<file path="src/rtl/pcpu_pkg.sv">
// pcpu_pkg: shared FSM state and owner encodings for the pipelined CPU memory arbiter.
// No ports; imported by pcpu_mem_arbiter and arb_select.
package pcpu_pkg;
    typedef enum logic [1:0] {IDLE, ISSUE, WAIT, RESP} state_t;
    localparam logic OWN_IF = 1'b0;
    localparam logic OWN_DM = 1'b1;
endpackage

</file>
<file path="src/rtl/pcpu_mem_arbiter_if.sv">
// pcpu_mem_arbiter_if: IF/MEM request-response channels plus the shared memory port.
// Ports (signals): if_req/if_addr/if_ready/if_rdata fetch channel; dm_req/dm_we/dm_addr/dm_wdata/
// dm_ready/dm_rdata data channel; mem_en/mem_we/mem_addr/mem_wdata/mem_rdata memory port.
// slave = arbiter side, master = CPU stages plus memory side.
interface pcpu_mem_arbiter_if #(
    parameter int ADDR_W = 32,
    parameter int DATA_W = 32
);
    logic              if_req;
    logic [ADDR_W-1:0] if_addr;
    logic              if_ready;
    logic [DATA_W-1:0] if_rdata;
    logic              dm_req;
    logic              dm_we;
    logic [ADDR_W-1:0] dm_addr;
    logic [DATA_W-1:0] dm_wdata;
    logic              dm_ready;
    logic [DATA_W-1:0] dm_rdata;
    logic              mem_en;
    logic              mem_we;
    logic [ADDR_W-1:0] mem_addr;
    logic [DATA_W-1:0] mem_wdata;
    logic [DATA_W-1:0] mem_rdata;

    modport slave (
        input  if_req, if_addr, dm_req, dm_we, dm_addr, dm_wdata, mem_rdata,
        output if_ready, if_rdata, dm_ready, dm_rdata, mem_en, mem_we, mem_addr, mem_wdata
    );
    modport master (
        output if_req, if_addr, dm_req, dm_we, dm_addr, dm_wdata, mem_rdata,
        input  if_ready, if_rdata, dm_ready, dm_rdata, mem_en, mem_we, mem_addr, mem_wdata
    );
endinterface

</file>
<file path="src/rtl/pcpu_mem_arbiter_arb_select.sv">
// arb_select: data-over-fetch priority with a starvation guard that lets fetch through.
// Ports: clk_in clock; reset async active-low; if_req/dm_req pending requests;
// grant strobe when the arbiter takes a grant; owner selected requester (OWN_IF/OWN_DM).
module arb_select
    import pcpu_pkg::*;
#(
    parameter int STARVE_MAX = 4
) (
    input  logic clk_in,
    input  logic reset,
    input  logic if_req,
    input  logic dm_req,
    input  logic grant,
    output logic owner
);
    localparam int SW = $clog2(STARVE_MAX + 1);
    logic [SW-1:0] starve_q, starve_d;

    assign owner = dm_req && !(if_req && starve_q == SW'(STARVE_MAX)) ? OWN_DM : OWN_IF;
    // A contested data grant only occurs below STARVE_MAX, so the increment saturates by construction.
    assign starve_d = !grant ? starve_q : owner == OWN_DM && if_req ? starve_q + SW'(1) : '0;

    always_ff @(posedge clk_in or negedge reset) begin
        if (!reset) starve_q <= '0;
        else starve_q <= starve_d;
    end
endmodule

</file>
<file path="src/rtl/pcpu_mem_arbiter.sv">
// pcpu_mem_arbiter: shares one synchronous single-port memory between the IF and MEM stages.
// Ports: clk_in clock; reset async active-low; enable gates new grants; busy high outside IDLE;
// bus (slave) carries the fetch/data request channels and the memory port. All outputs registered.
module pcpu_mem_arbiter
    import pcpu_pkg::*;
#(
    parameter int ADDR_W     = 32,
    parameter int DATA_W     = 32,
    parameter int MEM_LAT    = 2,
    parameter int STARVE_MAX = 4
) (
    input  logic clk_in,
    input  logic reset,
    input  logic enable,
    output logic busy,
    pcpu_mem_arbiter_if.slave bus
);
    localparam int CNT_W = $clog2(MEM_LAT + 1);
    state_t state_q, state_d;
    logic [CNT_W-1:0] cnt_q, cnt_d;
    logic owner_q, owner_d, we_q, we_d, sel, grant;
    logic mem_en_q, mem_en_d, mem_we_q, mem_we_d, busy_q, busy_d;
    logic if_ready_q, if_ready_d, dm_ready_q, dm_ready_d;
    logic [ADDR_W-1:0] addr_q, addr_d;
    logic [DATA_W-1:0] wdata_q, wdata_d, if_rdata_q, if_rdata_d, dm_rdata_q, dm_rdata_d;

    assign grant = state_q == IDLE && enable && (bus.if_req || bus.dm_req);

    arb_select #(.STARVE_MAX(STARVE_MAX)) u_sel (
        .clk_in(clk_in),
        .reset (reset),
        .if_req(bus.if_req),
        .dm_req(bus.dm_req),
        .grant (grant),
        .owner (sel)
    );

    always_ff @(posedge clk_in or negedge reset) begin
        if (!reset) state_q <= IDLE;
        else state_q <= state_d;
    end

    always_comb begin
        state_d    = state_q;
        cnt_d      = cnt_q;
        owner_d    = owner_q;
        we_d       = we_q;
        addr_d     = addr_q;
        wdata_d    = wdata_q;
        if_rdata_d = if_rdata_q;
        dm_rdata_d = dm_rdata_q;
        mem_en_d   = 1'b0;
        mem_we_d   = 1'b0;
        if_ready_d = 1'b0;
        dm_ready_d = 1'b0;
        case (state_q)
            IDLE: if (grant) begin
                state_d  = ISSUE;
                owner_d  = sel;
                we_d     = sel == OWN_DM && bus.dm_we;
                addr_d   = sel == OWN_DM ? bus.dm_addr : bus.if_addr;
                wdata_d  = bus.dm_wdata;
                // Strobes are registered at grant so they are on the port throughout ISSUE.
                mem_en_d = 1'b1;
                mem_we_d = we_d;
            end
            ISSUE: begin
                state_d = WAIT;
                cnt_d   = CNT_W'(MEM_LAT);
            end
            WAIT: begin
                cnt_d = cnt_q - CNT_W'(1);
                if (cnt_q == CNT_W'(1)) begin
                    state_d    = RESP;
                    if_rdata_d = owner_q == OWN_IF ? bus.mem_rdata : if_rdata_q;
                    dm_rdata_d = owner_q == OWN_DM && !we_q ? bus.mem_rdata : dm_rdata_q;
                    if_ready_d = owner_q == OWN_IF;
                    dm_ready_d = owner_q == OWN_DM;
                end
            end
            default: state_d = IDLE;
        endcase
        busy_d = state_d != IDLE;
    end

    always_ff @(posedge clk_in or negedge reset) begin
        if (!reset) begin
            cnt_q      <= '0;
            owner_q    <= OWN_IF;
            we_q       <= 1'b0;
            addr_q     <= '0;
            wdata_q    <= '0;
            if_rdata_q <= '0;
            dm_rdata_q <= '0;
            mem_en_q   <= 1'b0;
            mem_we_q   <= 1'b0;
            if_ready_q <= 1'b0;
            dm_ready_q <= 1'b0;
            busy_q     <= 1'b0;
        end else begin
            cnt_q      <= cnt_d;
            owner_q    <= owner_d;
            we_q       <= we_d;
            addr_q     <= addr_d;
            wdata_q    <= wdata_d;
            if_rdata_q <= if_rdata_d;
            dm_rdata_q <= dm_rdata_d;
            mem_en_q   <= mem_en_d;
            mem_we_q   <= mem_we_d;
            if_ready_q <= if_ready_d;
            dm_ready_q <= dm_ready_d;
            busy_q     <= busy_d;
        end
    end

    assign bus.mem_en    = mem_en_q;
    assign bus.mem_we    = mem_we_q;
    assign bus.mem_addr  = addr_q;
    assign bus.mem_wdata = wdata_q;
    assign bus.if_ready  = if_ready_q;
    assign bus.if_rdata  = if_rdata_q;
    assign bus.dm_ready  = dm_ready_q;
    assign bus.dm_rdata  = dm_rdata_q;
    assign busy          = busy_q;
endmodule

</file>
<file path="src/flat_wrapper.sv">
// flat-port wrapper written by rule: the top's interface ports become plain ports
module pcpu_mem_arbiter_flat import pcpu_pkg::*;
#(
    parameter int ADDR_W     = 32,
    parameter int DATA_W     = 32,
    parameter int MEM_LAT    = 2,
    parameter int STARVE_MAX = 4
)
  (clk_in, reset, enable, busy, bus_if_req, bus_if_addr, bus_dm_req, bus_dm_we, bus_dm_addr, bus_dm_wdata, bus_mem_rdata, bus_if_ready, bus_if_rdata, bus_dm_ready, bus_dm_rdata, bus_mem_en, bus_mem_we, bus_mem_addr, bus_mem_wdata);
  pcpu_mem_arbiter_if #(.ADDR_W(ADDR_W), .DATA_W(DATA_W)) bus_i ();
  input  logic clk_in;
  input  logic reset;
  input  logic enable;
  output logic busy;
  input wire logic [$bits(bus_i.if_req)-1:0] bus_if_req;
  input wire logic [$bits(bus_i.if_addr)-1:0] bus_if_addr;
  input wire logic [$bits(bus_i.dm_req)-1:0] bus_dm_req;
  input wire logic [$bits(bus_i.dm_we)-1:0] bus_dm_we;
  input wire logic [$bits(bus_i.dm_addr)-1:0] bus_dm_addr;
  input wire logic [$bits(bus_i.dm_wdata)-1:0] bus_dm_wdata;
  input wire logic [$bits(bus_i.mem_rdata)-1:0] bus_mem_rdata;
  output wire logic [$bits(bus_i.if_ready)-1:0] bus_if_ready;
  output wire logic [$bits(bus_i.if_rdata)-1:0] bus_if_rdata;
  output wire logic [$bits(bus_i.dm_ready)-1:0] bus_dm_ready;
  output wire logic [$bits(bus_i.dm_rdata)-1:0] bus_dm_rdata;
  output wire logic [$bits(bus_i.mem_en)-1:0] bus_mem_en;
  output wire logic [$bits(bus_i.mem_we)-1:0] bus_mem_we;
  output wire logic [$bits(bus_i.mem_addr)-1:0] bus_mem_addr;
  output wire logic [$bits(bus_i.mem_wdata)-1:0] bus_mem_wdata;
  assign bus_i.if_req = bus_if_req;
  assign bus_i.if_addr = bus_if_addr;
  assign bus_i.dm_req = bus_dm_req;
  assign bus_i.dm_we = bus_dm_we;
  assign bus_i.dm_addr = bus_dm_addr;
  assign bus_i.dm_wdata = bus_dm_wdata;
  assign bus_i.mem_rdata = bus_mem_rdata;
  assign bus_if_ready = bus_i.if_ready;
  assign bus_if_rdata = bus_i.if_rdata;
  assign bus_dm_ready = bus_i.dm_ready;
  assign bus_dm_rdata = bus_i.dm_rdata;
  assign bus_mem_en = bus_i.mem_en;
  assign bus_mem_we = bus_i.mem_we;
  assign bus_mem_addr = bus_i.mem_addr;
  assign bus_mem_wdata = bus_i.mem_wdata;
  pcpu_mem_arbiter #(.ADDR_W(ADDR_W), .DATA_W(DATA_W), .MEM_LAT(MEM_LAT), .STARVE_MAX(STARVE_MAX)) u_core (.clk_in(clk_in), .reset(reset), .enable(enable), .busy(busy), .bus(bus_i));
endmodule
</file>
<file path="config.mk">
export PLATFORM = sky130hd
export DESIGN_NAME = pcpu_mem_arbiter_flat
export DESIGN_NICKNAME = d
export VERILOG_FILES = /design/src/rtl/pcpu_pkg.sv /design/src/rtl/pcpu_mem_arbiter_if.sv /design/src/rtl/pcpu_mem_arbiter_arb_select.sv /design/src/rtl/pcpu_mem_arbiter.sv /design/src/flat_wrapper.sv
export SDC_FILE = /design/constraint.sdc
export NUM_CORES = 1
export LEC_CHECK = 0
export CAP_MARGIN = 5
export CORE_MARGIN = 3
export CORE_UTILIZATION = 43
export CTS_BUF_LIST = sky130_fd_sc_hd__clkbuf_4
export DETAILED_ROUTE_END_ITERATION = 10
export PLACE_DENSITY = 0.85
export SLEW_MARGIN = 20
export SYNTH_ARGS = -nofsm -noshare
export SYNTH_HDL_FRONTEND = slang
export SYNTH_SLANG_ARGS = --single-unit
</file>
<file path="constraint.sdc">
create_clock -name clk_in -period 2.3 [get_ports clk_in]
set_input_delay 0.46 -clock clk_in [delete_from_list [all_inputs] [get_ports clk_in]]
set_output_delay 0.46 -clock clk_in [all_outputs]
set_load 0.005 [all_outputs]
</file>
== Word-level counts from Yosys, hierarchy flattened ==
Cells that the tools add are included.
Storage, ports and cells
  register bits: 142
  output and inout bits: 133
Cells by class
  add/subtract/negate cells: 2
  equality and inequality tests: 4
  mux-type cells: 15
  bitwise gates (word level): 1
  reduce and logical (&&, ||, !) cells: 16
Operator list (number)
  32-bit 2-to-1 mux: 1
  1-bit 2-to-1 mux: 9
  1-bit logical AND: 7
  2-bit one-hot mux with 3 select lines: 1
  3-bit AND reduction: 2
  2-bit by 1-bit equality test with 1-bit output, second input constant: 2
  2-bit 2-to-1 mux: 2
  2-bit one-hot mux with 2 select lines: 1
  2-bit nonzero test: 2
  3-bit by 1-bit adder with 3-bit output, second input constant: 1
  3-bit equality test, second input constant: 1
  3-bit 2-to-1 mux: 1
  2-bit equality test, second input constant: 1
  1-bit zero test: 2
  2-bit zero test: 1
  2-bit AND reduction: 1
  2-bit by 1-bit subtractor with 2-bit output, second input constant: 1
  1-bit logical OR: 1
  1-bit NOT: 1

== Depth between registers and ports, before layout ==
Gate-level depths: netlist of the first run.
  word-level depth: 8
  gate-level depth with buffers: 8

== Modules after synthesis ==
A second synthesis of the first run with hierarchy kept.
Second synthesis, totals
  cell total of the unflattened synthesis: 365
  area, all modules: 5948.2 um^2
By module, submodules not included
  pcpu_mem_arbiter: times used 1, cells an instance 345, area an instance 5748.0 um^2
  arb_select: times used 1, cells an instance 20, area an instance 200.2 um^2

== Worst setup path before layout of the first run ==
OpenSTA, ideal clock, no wires.
  kind: reg-to-reg
  start point: reg u_core.state_q[0]
  end point: reg u_core.if_rdata_q[10], in the netlist u_core.bus.if_rdata[10]
  library setup time: 0.125 ns
  arrival: 1.570 ns
  data required time: 2.175 ns
  path slack: 0.605 ns
  cell stages (with the launch flop): 9
  path buffers: 2
  period minus slack after synthesis: 1.695 ns
  cells stage by stage: dfrtp_1 -> inv_1 -> ha_1 -> nand2_1 -> or2_1 -> buf_6 -> inv_4 -> buf_6 -> mux2_2
On the way
  word-level cells in the longest chain between the ends: 2
RTL lines
  start, declared: RTL line pcpu_mem_arbiter.sv:19  | state_t state_q, state_d;
  start signal, assigned: RTL line pcpu_mem_arbiter.sv:40  | else state_q <= state_d;
  2-bit equality test: RTL line pcpu_mem_arbiter.sv:56  | case (state_q)
  3-bit AND reduction (no line)
  end signal, assigned: RTL line pcpu_mem_arbiter.sv:106  | if_rdata_q <= if_rdata_d;
  end, declared: RTL line pcpu_mem_arbiter.sv:25  | logic [DATA_W-1:0] wdata_q, wdata_d, if_rdata_q, if_rdata_d, dm_rdata_q, dm_rdata_d;
No other way between the ends.
A chain may end at the register's enable or synchronous reset.

== Final worst setup path of the first run ==
  start point: reg u_core.addr_q[28], in the netlist u_core.bus.mem_addr[28]
  end point: out bus_mem_addr[28]
RTL lines
  start, declared: RTL line pcpu_mem_arbiter.sv:24  | logic [ADDR_W-1:0] addr_q, addr_d;
  start signal, assigned: RTL line pcpu_mem_arbiter.sv:104  | addr_q <= addr_d;
  end, declared: RTL line flat_wrapper.sv:28  | output wire logic [$bits(bus_i.mem_addr)-1:0] bus_mem_addr;
No word-level cell between the ends.

==> results.md, run 1 <==
* Syn Std Cell Area at 0.00584 mm^2
* Final Max Tran Viols at 0
* PostCTS Resize Cnt at 0
* Hold Violations, Final at 0
* Synth area leader: dfrtp_1
* Crit path capture type: output pin
* First-pass GRT wire length at 25.9 mm
* Die area at 0.0150 mm^2
* H-tree depth at 4
* R2R Setup Slk at 0.58 ns
* Max-Cap Viols at 0
* Final Wtd Congestion at 0.795
* Met1 Usage GRT at 0.253
* R2r worst-path depth at 6
* Root Driver: clkbuf_4
* Synth area leaders: dfrtp_1 (61%), mux2_2 (12%), nand2_1 (11%), o211ai_1 (4.1%), nand4_1 (3.4%)
* DR WL/cell at 16.9 um
* CTS Sinks at 142
* Drt first pass iters at 4
* RSZ-0062 raised after global routing: no
* Clock latency on the worst-skew pair at 0.50 ns
* Final TNS setup at 0 ns
* Leakage at 3.90 nW
* Tcrit/Tclk final at 0.821
* Grt ovf at 0
* Via count at 4,832
* Top delay family on crit path: buffers and inverters
* Reg2reg end: u_core.bus.dm_rdata[30]
* Worst path slowest cell: clkdlybuf4s50_1
* Worst Path Arrival at 1.43 ns
* Status: finished clean
* Overall routing resource usage at 0.222
* Postcts setup bufs at 0
* Cts bufs inserted at 17
* CP cell instances: clkdlybuf4s50_1
* DR DRC count at 0
* CTS tree: built
* Fraction of layout instances using a drive strength above 1 at 0.146
* Post-synthesis sequential area ratio at 0.608
* Reg clk slew, reported paths at 0.13 ns
* Asr flop ratio synth at 1.00
* Max Fclk at 529 MHz
* DR vias/cell at 5.06
* Final HPWL from detailed placement at 12.3 mm
* DP Area at 0.00864 mm^2
* Post-synth top area share at 0.608
* Final Critical Period at 1.89 ns
* Yosys cell types at 33
* Worst Max-Slew Pin Slew at 0.373 ns
* Synth-to-layout area growth at 54.7%
* Max IR drop VDD at 0.468 mV
* Initial Util at 0.452
* Final Net Count at 909
* Syn_area_per_cell at 11.6 um^2
* Post-synthesis register bit count at 142
* Largest net degree at the start of global routing at 70
* Syn Inst Count at 504
* Number of synthesized flops with an enable pin at 0
* Initial antenna violation count at 1
* Bufs and invs on worst path at 1
* Vias in the first global route at 5,128
* # IOs at 267
* Die width at 123 um
* DR iter-0 viols at 302
* CP Max Fanout at 2
* Startpoint types: flop
* CTS Hold Bufs at 1
* Post-Syn Nets at 644
* Met3 usage at 0.0816
* Ys Warns at 0
* Synth cell count leaders: nand2_1 (164), dfrtp_1 (142), mux2_2 (62)
* Slowest stage delay, CP at 0.54 ns
* Die height at 123 um
* Top Usage Layer GRT: met2
* I/O Buffers at 266
* CP required at 1.84 ns
* Final std cell area, no fill at 0.00904 mm^2
* Worst slew margin relative to its limit at 0.751
* Main synth FF type: dfrtp_1
* Core box area at 0.0129 mm^2
* ANT nets after route at 0
* Pwr dens at 1200 mW/mm^2
* Worst r2r src: u_core.state_q[0]
* Count leader, synth: nand2_1
* Routed WL at 16.2 mm
* Clock Path Buffers at 2
* Final setup violation count at 0
* Worst min path class: in -> async
* M2 GR Usage at 0.394
* Rows at 41
* Final Skew at 0.0175 ns
* CP Class: reg -> out
metal layers:
layer / up-vias / wire length (um)
li1: 2260 / -
met1: 2326 / 5990
met2: 229 / 8380
met3: 17 / 1610
met4: 0 / 196
met5: - / 0
worst max path at each step:
stage               slack, ns                    start  cells after the start                       to
floorplan                0.60        u_core.state_q[0]                      8  u_core.bus.if_rdata[10]
global placement         0.23               bus_dm_req                      5   u_core.bus.mem_addr[2]
detailed placement       0.19               bus_dm_req                      5  u_core.bus.mem_addr[13]
CTS                      0.34  u_core.bus.mem_addr[28]                      1         bus_mem_addr[28]
global route             0.30   u_core.bus.mem_addr[3]                      1          bus_mem_addr[3]
finish                   0.41  u_core.bus.mem_addr[28]                      1         bus_mem_addr[28]
state kept, by name, indices dropped and copies added (netlist names):
signal and count:
u_core.state_q 2, u_core.bus.mem_addr 32, u_core.bus.if_ready 1, u_core.bus.mem_en 1, u_core.cnt_q 2, u_core.bus.dm_ready 1
u_core.owner_q 1, u_core.we_q 1, u_core.bus.dm_rdata 32, u_core.busy 1, u_core.bus.mem_we 1, u_core.bus.if_rdata 32
u_core.u_sel.starve_q 3, u_core.bus.mem_wdata 32
layout by cell type, fill, tap and decap left out, drive strengths merged, types with 2 or more instances in the layout:
cell type,n
clkbuf,17
clkdlybuf4s50,265
ha,6
nand2,164
clkinv,6
and2,2
buf,15
a22o,2
o211ai,33
dfrtp,142
o21ai,2
inv,10
nand3,2
or2,2
bufinv,6
mux2,66
nand4,32
logic make-up (layout without fill, tap and decap cells):
group	Yosys count	count (layout)	synth area share
simple gates	207	207	0.151
flops	142	142	0.608
mux	67	67	0.129
buf+inv	42	320	0.0454
compound gates	40	40	0.0533
fa+ha+maj	6	6	0.0129
other cells	0	1	0
through the flow:
step	hold WS [ns]	util	cells	total power, W	setup slack (ns)
2_1_floorplan	0.164	-	504	0.00587	0.605
3_3_place_gp	0.378	0.668	921	0.00869	0.231
3_5_place_dp	0.389	0.668	921	0.00893	0.189
4_1_cts	0.366	0.699	954	0.0110	0.344
5_1_grt	0.377	0.699	955	0.0116	0.304
6_report	0.407	0.699	955	0.0108	0.411
layout make-up:
| type | count | area (um^2) |
|---|---|---|
| Antenna cell | 1 | 2.50 |
| Clock inverter | 15 | 260 |
| Multi-Input combinational cell | 320 | 2020 |
| Inverter | 7 | 28.8 |
| Tap cell | 172 | 215 |
| Timing Repair Buffer | 281 | 2830 |
| Clock buffer | 17 | 128 |
| Sequential cell | 142 | 3550 |
| Fill cell | 965 | 3890 |
power by group:
part,switching [W],internal [W]
Clock,0.000939,0.00111
Combinational,0.00159,0.00290
Sequential,0.000655,0.00366
Total,0.00319,0.00766
No activity file was read; power rests on OpenSTA's default activity.
==> run 2: changes to the inputs <==
==> constraint.sdc (replaced) <==
create_clock -name clk_in -period 1.75 [get_ports clk_in]
set_input_delay 0.35 -clock clk_in [delete_from_list [all_inputs] [get_ports clk_in]]
set_output_delay 0.35 -clock clk_in [all_outputs]
set_load 0.005 [all_outputs]
==> run 2 against run 1 <==
Net effect:
- sequential power grew 30%
- worst hold slack got worse by 0.088 ns
- final cell count increased by 2.8%
- non-clock buffer count rose by 28
- first-iteration DRC count rose by 26%
- core utilization grew 0.83 points
- largest cell class unchanged
- highest routed layer unchanged
==> results.md, run 2 (synthesis gave the netlist of run 1 again) <==
* Initial antenna violation count at 0
* Hold Violations, Final at 0
* I/O Buffers at 266
* DR vias/cell at 5.04
* Synth-to-layout area growth at 56.6%
* Rows at 41
* CTS Sinks at 142
* Core box area at 0.0129 mm^2
* Initial Util at 0.452
* Max Fclk at 602 MHz
* Status: finished clean
* Clock power share at 0.188
* Final Critical Period at 1.66 ns
* Most common cell after layout, fill and taps aside: nand2_1
* Leakage at 4.34 nW
* Die height at 123 um
* Fill cells at 971
* ANT cells at 0
* Reg clk slew, reported paths at 0.12 ns
* Root Driver: clkbuf_4
* Internal at 0.00925 W
* Sequential Power Share at 0.417
* Combinational power share at 0.396
* Die area at 0.0150 mm^2
* Final core utilization at 0.708
* Final TNS setup at 0 ns
* Overall routing resource usage at 0.226
* Final HPWL from detailed placement at 12.4 mm
* CP required at 2.15 ns
* Tcrit/Tclk final at 0.950
* Cts bufs inserted at 17
* Final setup margin at 0.0875 ns
* Crit path capture type: flop
* Final std cell area, no fill at 0.00915 mm^2
* Fraction of layout instances using a drive strength above 1 at 0.179
* Vias in the first global route at 5,132
* DR WL/cell at 17.3 um
* CTS tree: built
* Routed WL at 17.0 mm
* Pwr dens at 1470 mW/mm^2
* Max IR drop VDD at 0.658 mV
* Worst min path class: in -> async
* ANT nets after route at 0
* Die width at 123 um
* Sw Ratio at 0.313
* Overall power at 0.0135 W
* DR DRC count at 0
* Via count at 4,954
* # IOs at 267
* DR iter-0 viols at 382
* CP Class: reg -> reg
* Clock Path Buffers at 2
* Max-Cap Viols at 0
* Worst Max-Slew Pin Slew at 0.423 ns
* H-tree depth at 4
* Final setup violation count at 0
* Worst Path Arrival at 2.07 ns
* Startpoint types: flop
* Largest net degree at the start of global routing at 44
* Switching Power at 0.00422 W
* Final Net Count at 938
* Worst slew margin relative to its limit at 0.718
* First-pass GRT wire length at 26.3 mm
* Final Max Tran Viols at 0
* RSZ-0062 raised after global routing: no
* Clock latency on the worst-skew pair at 0.52 ns
* CP Max Fanout at 8
* Grt ovf at 0
* Worst slack, placed at -0.0707 ns
* Final Wtd Congestion at 0.819
* Final Skew at 0.0282 ns
* Commonest non-fill, non-tap cells in the layout: nand2_1 (164), dfrtp_1 (142), clkdlybuf4s50_1 (132)
* DP Area at 0.00875 mm^2
* Drt first pass iters at 4
-- run 2: changes by cell type in the layout (fill, tap and decap cells not counted), moves of 3 or more --
| cell | change |
|---|---|
| dlygate4sd2_1 | +130 |
| clkinv_4 | -3 |
| clkdlybuf4s50_1 | -133 |
| dlymetal6s2s_1 | +3 |
| clkinvlp_4 | +3 |
| buf_12 | +4 |
| buf_4 | +22 |
-- run 2: power by group through the flow --
stage	Combinational, W	Clock, W	Sequential (W)
final	0.00533	0.00253	0.00561
after CTS	0.00539	0.00257	0.00559
after floorplan	0.00198	0	0.00573
after global placement	0.00585	0	0.00563
after detailed placement	0.00606	0	0.00573
after global routing	0.00590	0.00272	0.00579
-- run 2: path summary, 6_finish.rpt --
check                                         start                  endpoint  slack, ns  cells after the start
setup / recovery                  u_core.state_q[0]    u_core.bus.if_rdata[6]       0.09                      6
hold / removal                                reset   u_core.bus.dm_rdata[21]       0.32                      2
setup reg to reg                  u_core.state_q[0]    u_core.bus.if_rdata[6]       0.09                      6
hold reg to reg            u_core.bus.mem_wdata[24]  u_core.bus.mem_wdata[24]       0.48                      2
max in group asynchronous                     reset       u_core.bus.if_ready       0.86                      3
min in group clk_in                bus_dm_wdata[29]  u_core.bus.mem_wdata[29]       0.35                      3
-- run 2: layout make-up --
type	instances	area (um^2)	area share
Clock buffer	19	143	0.0156
Clock inverter	12	209	0.0228
Inverter	7	28.8	0.00315
Multi-Input combinational cell	320	2040	0.223
Sequential cell	142	3550	0.388
Tap cell	172	215	0.0235
Timing Repair Buffer	309	2960	0.323
Timing Repair inverter	1	7.51	0.000821
-- run 2: what timing repair did --
item,CTS,global route
gates cloned,1,1
hold buffers,1,0
hold endpoints to repair,37,0
setup endpoints to repair,145,56
resized for setup,131,7
setup buffers,18,1
-- run 2: critical path, cell delays in order (launching register included) --
cell and delay (ns):
dfrtp_1 0.40, inv_1 0.09, ha_2 0.21, nand2_1 0.08, or2_4 0.28, clkinvlp_4 0.17
mux2_2 0.35
-- run 2: stage by stage --
stage               hold WS, ns  std cells
CTS                       0.284        980
finish                    0.318        982
global route              0.303        982
floorplan                0.0544        504
detailed placement        0.301        929
global placement          0.295        929
-- run 2: metal layers --
| metal | track usage | part of all wire | vias up |
|---|---|---|---|
| li1 | - | - | 2304 |
| met1 | 0.263 | 0.38 | 2391 |
| met2 | 0.394 | 0.51 | 231 |
| met3 | 0.0673 | 0.087 | 28 |
| met4 | 0.0889 | 0.023 | 0 |
| met5 | 0 | 0 | - |
==> run 3: changes to the inputs <==
--- a/config.mk
+++ b/config.mk
@@ -10,6 +10,7 @@
 export CORE_UTILIZATION = 43
 export CTS_BUF_LIST = sky130_fd_sc_hd__clkbuf_4
 export DETAILED_ROUTE_END_ITERATION = 10
+export GPL_TIMING_DRIVEN = 1
 export PLACE_DENSITY = 0.85
 export SLEW_MARGIN = 20
 export SYNTH_ARGS = -nofsm -noshare
==> constraint.sdc (replaced) <==
create_clock -name clk_in -period 1.75 [get_ports clk_in]
set_input_delay 0.35 -clock clk_in [delete_from_list [all_inputs] [get_ports clk_in]]
set_output_delay 0.35 -clock clk_in [all_outputs]
set_load 0.02 [all_outputs]
==> run 3 against run 2 <==
Net effect:
- global-route usage down 0.46 points
- final cell count down 1.7%
- largest power group is now combinational logic
- critical path depth is the same
- die area did not move
- routed wire length shrank 2.5%
- sequential power hardly changed
- worst setup slack got worse by 0.0041 ns
- clock skew is 0.0094 ns lower
- largest cell class unchanged
- sequential share of layout area up 0.62 points
- sequential cell count unchanged
==> results.md, run 3 (synthesis gave the netlist of run 1 again) <==
* Final core utilization at 0.696
* Worst path slowest cell: dfrtp_1
* I/O Buffers at 266
* DR vias/cell at 5.05
* Tcrit/Tclk final at 0.952
* DR top layer: met4
* Worst Path Arrival at 2.08 ns
* Detail Route met2 WL at 8.36 mm
* DR WL/cell at 17.2 um
* Commonest non-fill, non-tap cells in the layout: nand2_1 (164), dfrtp_1 (142), dlygate4sd2_1 (133)
* Worst slack, placed at -0.0707 ns
* Worst slew margin relative to its limit at 0.716
* H-tree depth at 4
* Final TNS setup at 0 ns
* Die height at 123 um
* Hold Violations, Final at 0
* Worst min path class: in -> async
* Clock Path Buffers at 2
* Max Fclk at 600 MHz
* Overall routing resource usage at 0.222
* DR DRC count at 0
* Core box area at 0.0129 mm^2
* Top delay family on crit path: flip-flops
* Leakage at 4.22 nW
* Grt ovf at 0
* CP Max Fanout at 8
* Root Driver: clkbuf_4
* Cts bufs inserted at 17
* Final setup violation count at 0
* CTS Sinks at 142
* R2R Setup Slk at 0.08 ns
* DR iter-0 viols at 314
* Routed wl met3 at 1.51 mm
* Initial Util at 0.452
* Max IR drop VDD at 0.768 mV
* Via count at 4,871
* ANT nets after route at 0
* Crit path capture type: flop
* Final std cell area, no fill at 0.00900 mm^2
* Routed WL at 16.6 mm
* First-pass GRT wire length at 25.8 mm
* Clock latency on the worst-skew pair at 0.51 ns
* CP cell instances: inv_1, ha_2, nand2_1, or2_4, clkinvlp_4, mux2_2
* Met1 Wirelength at 6.34 mm
* Synth-to-layout area growth at 54.1%
* Slowest stage delay, CP at 0.40 ns
* DP Area at 0.00875 mm^2
* Rows at 41
* CTS tree: built
* Fraction of layout instances using a drive strength above 1 at 0.160
* Final Critical Period at 1.67 ns
* Final Skew at 0.0188 ns
* Bufs and invs on worst path at 2
* Final Max Tran Viols at 0
* Reg clk slew, reported paths at 0.13 ns
* Final HPWL from detailed placement at 12.4 mm
* Most common cell after layout, fill and taps aside: nand2_1
* Die width at 123 um
* Max-Cap Viols at 0
* CP required at 2.16 ns
* Vias in the first global route at 5,037
* # IOs at 267
* Drt first pass iters at 4
* Startpoint types: flop
* Final Wtd Congestion at 0.819
* Final Net Count at 920
* Largest net degree at the start of global routing at 44
* RSZ-0062 raised after global routing: no
* Die area at 0.0150 mm^2
* Initial antenna violation count at 1
* Status: finished clean
* Pwr dens at 1640 mW/mm^2
* Final setup margin at 0.0834 ns
* CP Class: reg -> reg
* Worst Max-Slew Pin Slew at 0.425 ns
[run 3: power breakdown]
group,leakage (nW),internal [W],total [W],switching (W)
Clock,0.180,0.00132,0.00251,0.00119
Sequential,1.73,0.00481,0.00561,0.000803
Combinational,2.31,0.00288,0.00669,0.00381
Total,4.22,0.00901,0.0148,0.00580
[run 3: per-stage QoR]
step | hold slack, ns | power [W] | std cells
3_5_place_dp | 0.301 | 0.0135 | 929
5_1_grt | 0.304 | 0.0157 | 965
3_3_place_gp | 0.295 | 0.0132 | 929
4_1_cts | 0.284 | 0.0149 | 962
6_report | 0.346 | 0.0148 | 965
2_1_floorplan | 0.0544 | 0.00939 | 504
[run 3: repair_timing]
item	4_1_cts	5_1_grt
buffers inserted	0	1
gates cloned	1	1
resized for setup	134	4
endpoints found under the setup margin	148	55
endpoints found under the hold margin	37	0
hold buffers	1	0
[run 3: worst reg2reg max path, delay by kind of cell, from the launching register on]
family	cells	cell delay, ns
buffers and inverters	2	0.27
flip-flops	1	0.40
adder cells (fa/ha/maj)	1	0.21
AND/OR/NAND/NOR	2	0.36
multiplexers	1	0.36
[run 3: path summary, 6_finish.rpt]
kind / start / end / depth (start not counted)
setup reg to reg: u_core.state_q[0] / u_core.bus.if_rdata[14] / 6
max in group asynchronous: reset / u_core.bus.if_ready / 3
setup / recovery: u_core.state_q[0] / u_core.bus.if_rdata[14] / 6
min in group clk_in: bus_dm_wdata[29] / u_core.bus.mem_wdata[29] / 3
hold / removal: reset / u_core.bus.dm_rdata[26] / 2
hold reg to reg: u_core.bus.mem_wdata[12] / u_core.bus.mem_wdata[12] / 2
[run 3: cell type report]
cell class | count | area (um^2)
antenna | 1 | 2.50
fill | 994 | 3920
sequential | 142 | 3550
inverter | 7 | 28.8
timing repair inverter | 1 | 7.51
clock buffer | 19 | 143
clock inverter | 12 | 209
multi-input combinational | 320 | 2040
tap | 172 | 215
timing repair buffer | 291 | 2810
[run 3: per-layer routing]
layer	global-route usage	vias up
met2	0.383	232
met5	0	-
met1	0.258	2339
met4	0.0861	0
li1	-	2272
met3	0.0687	28
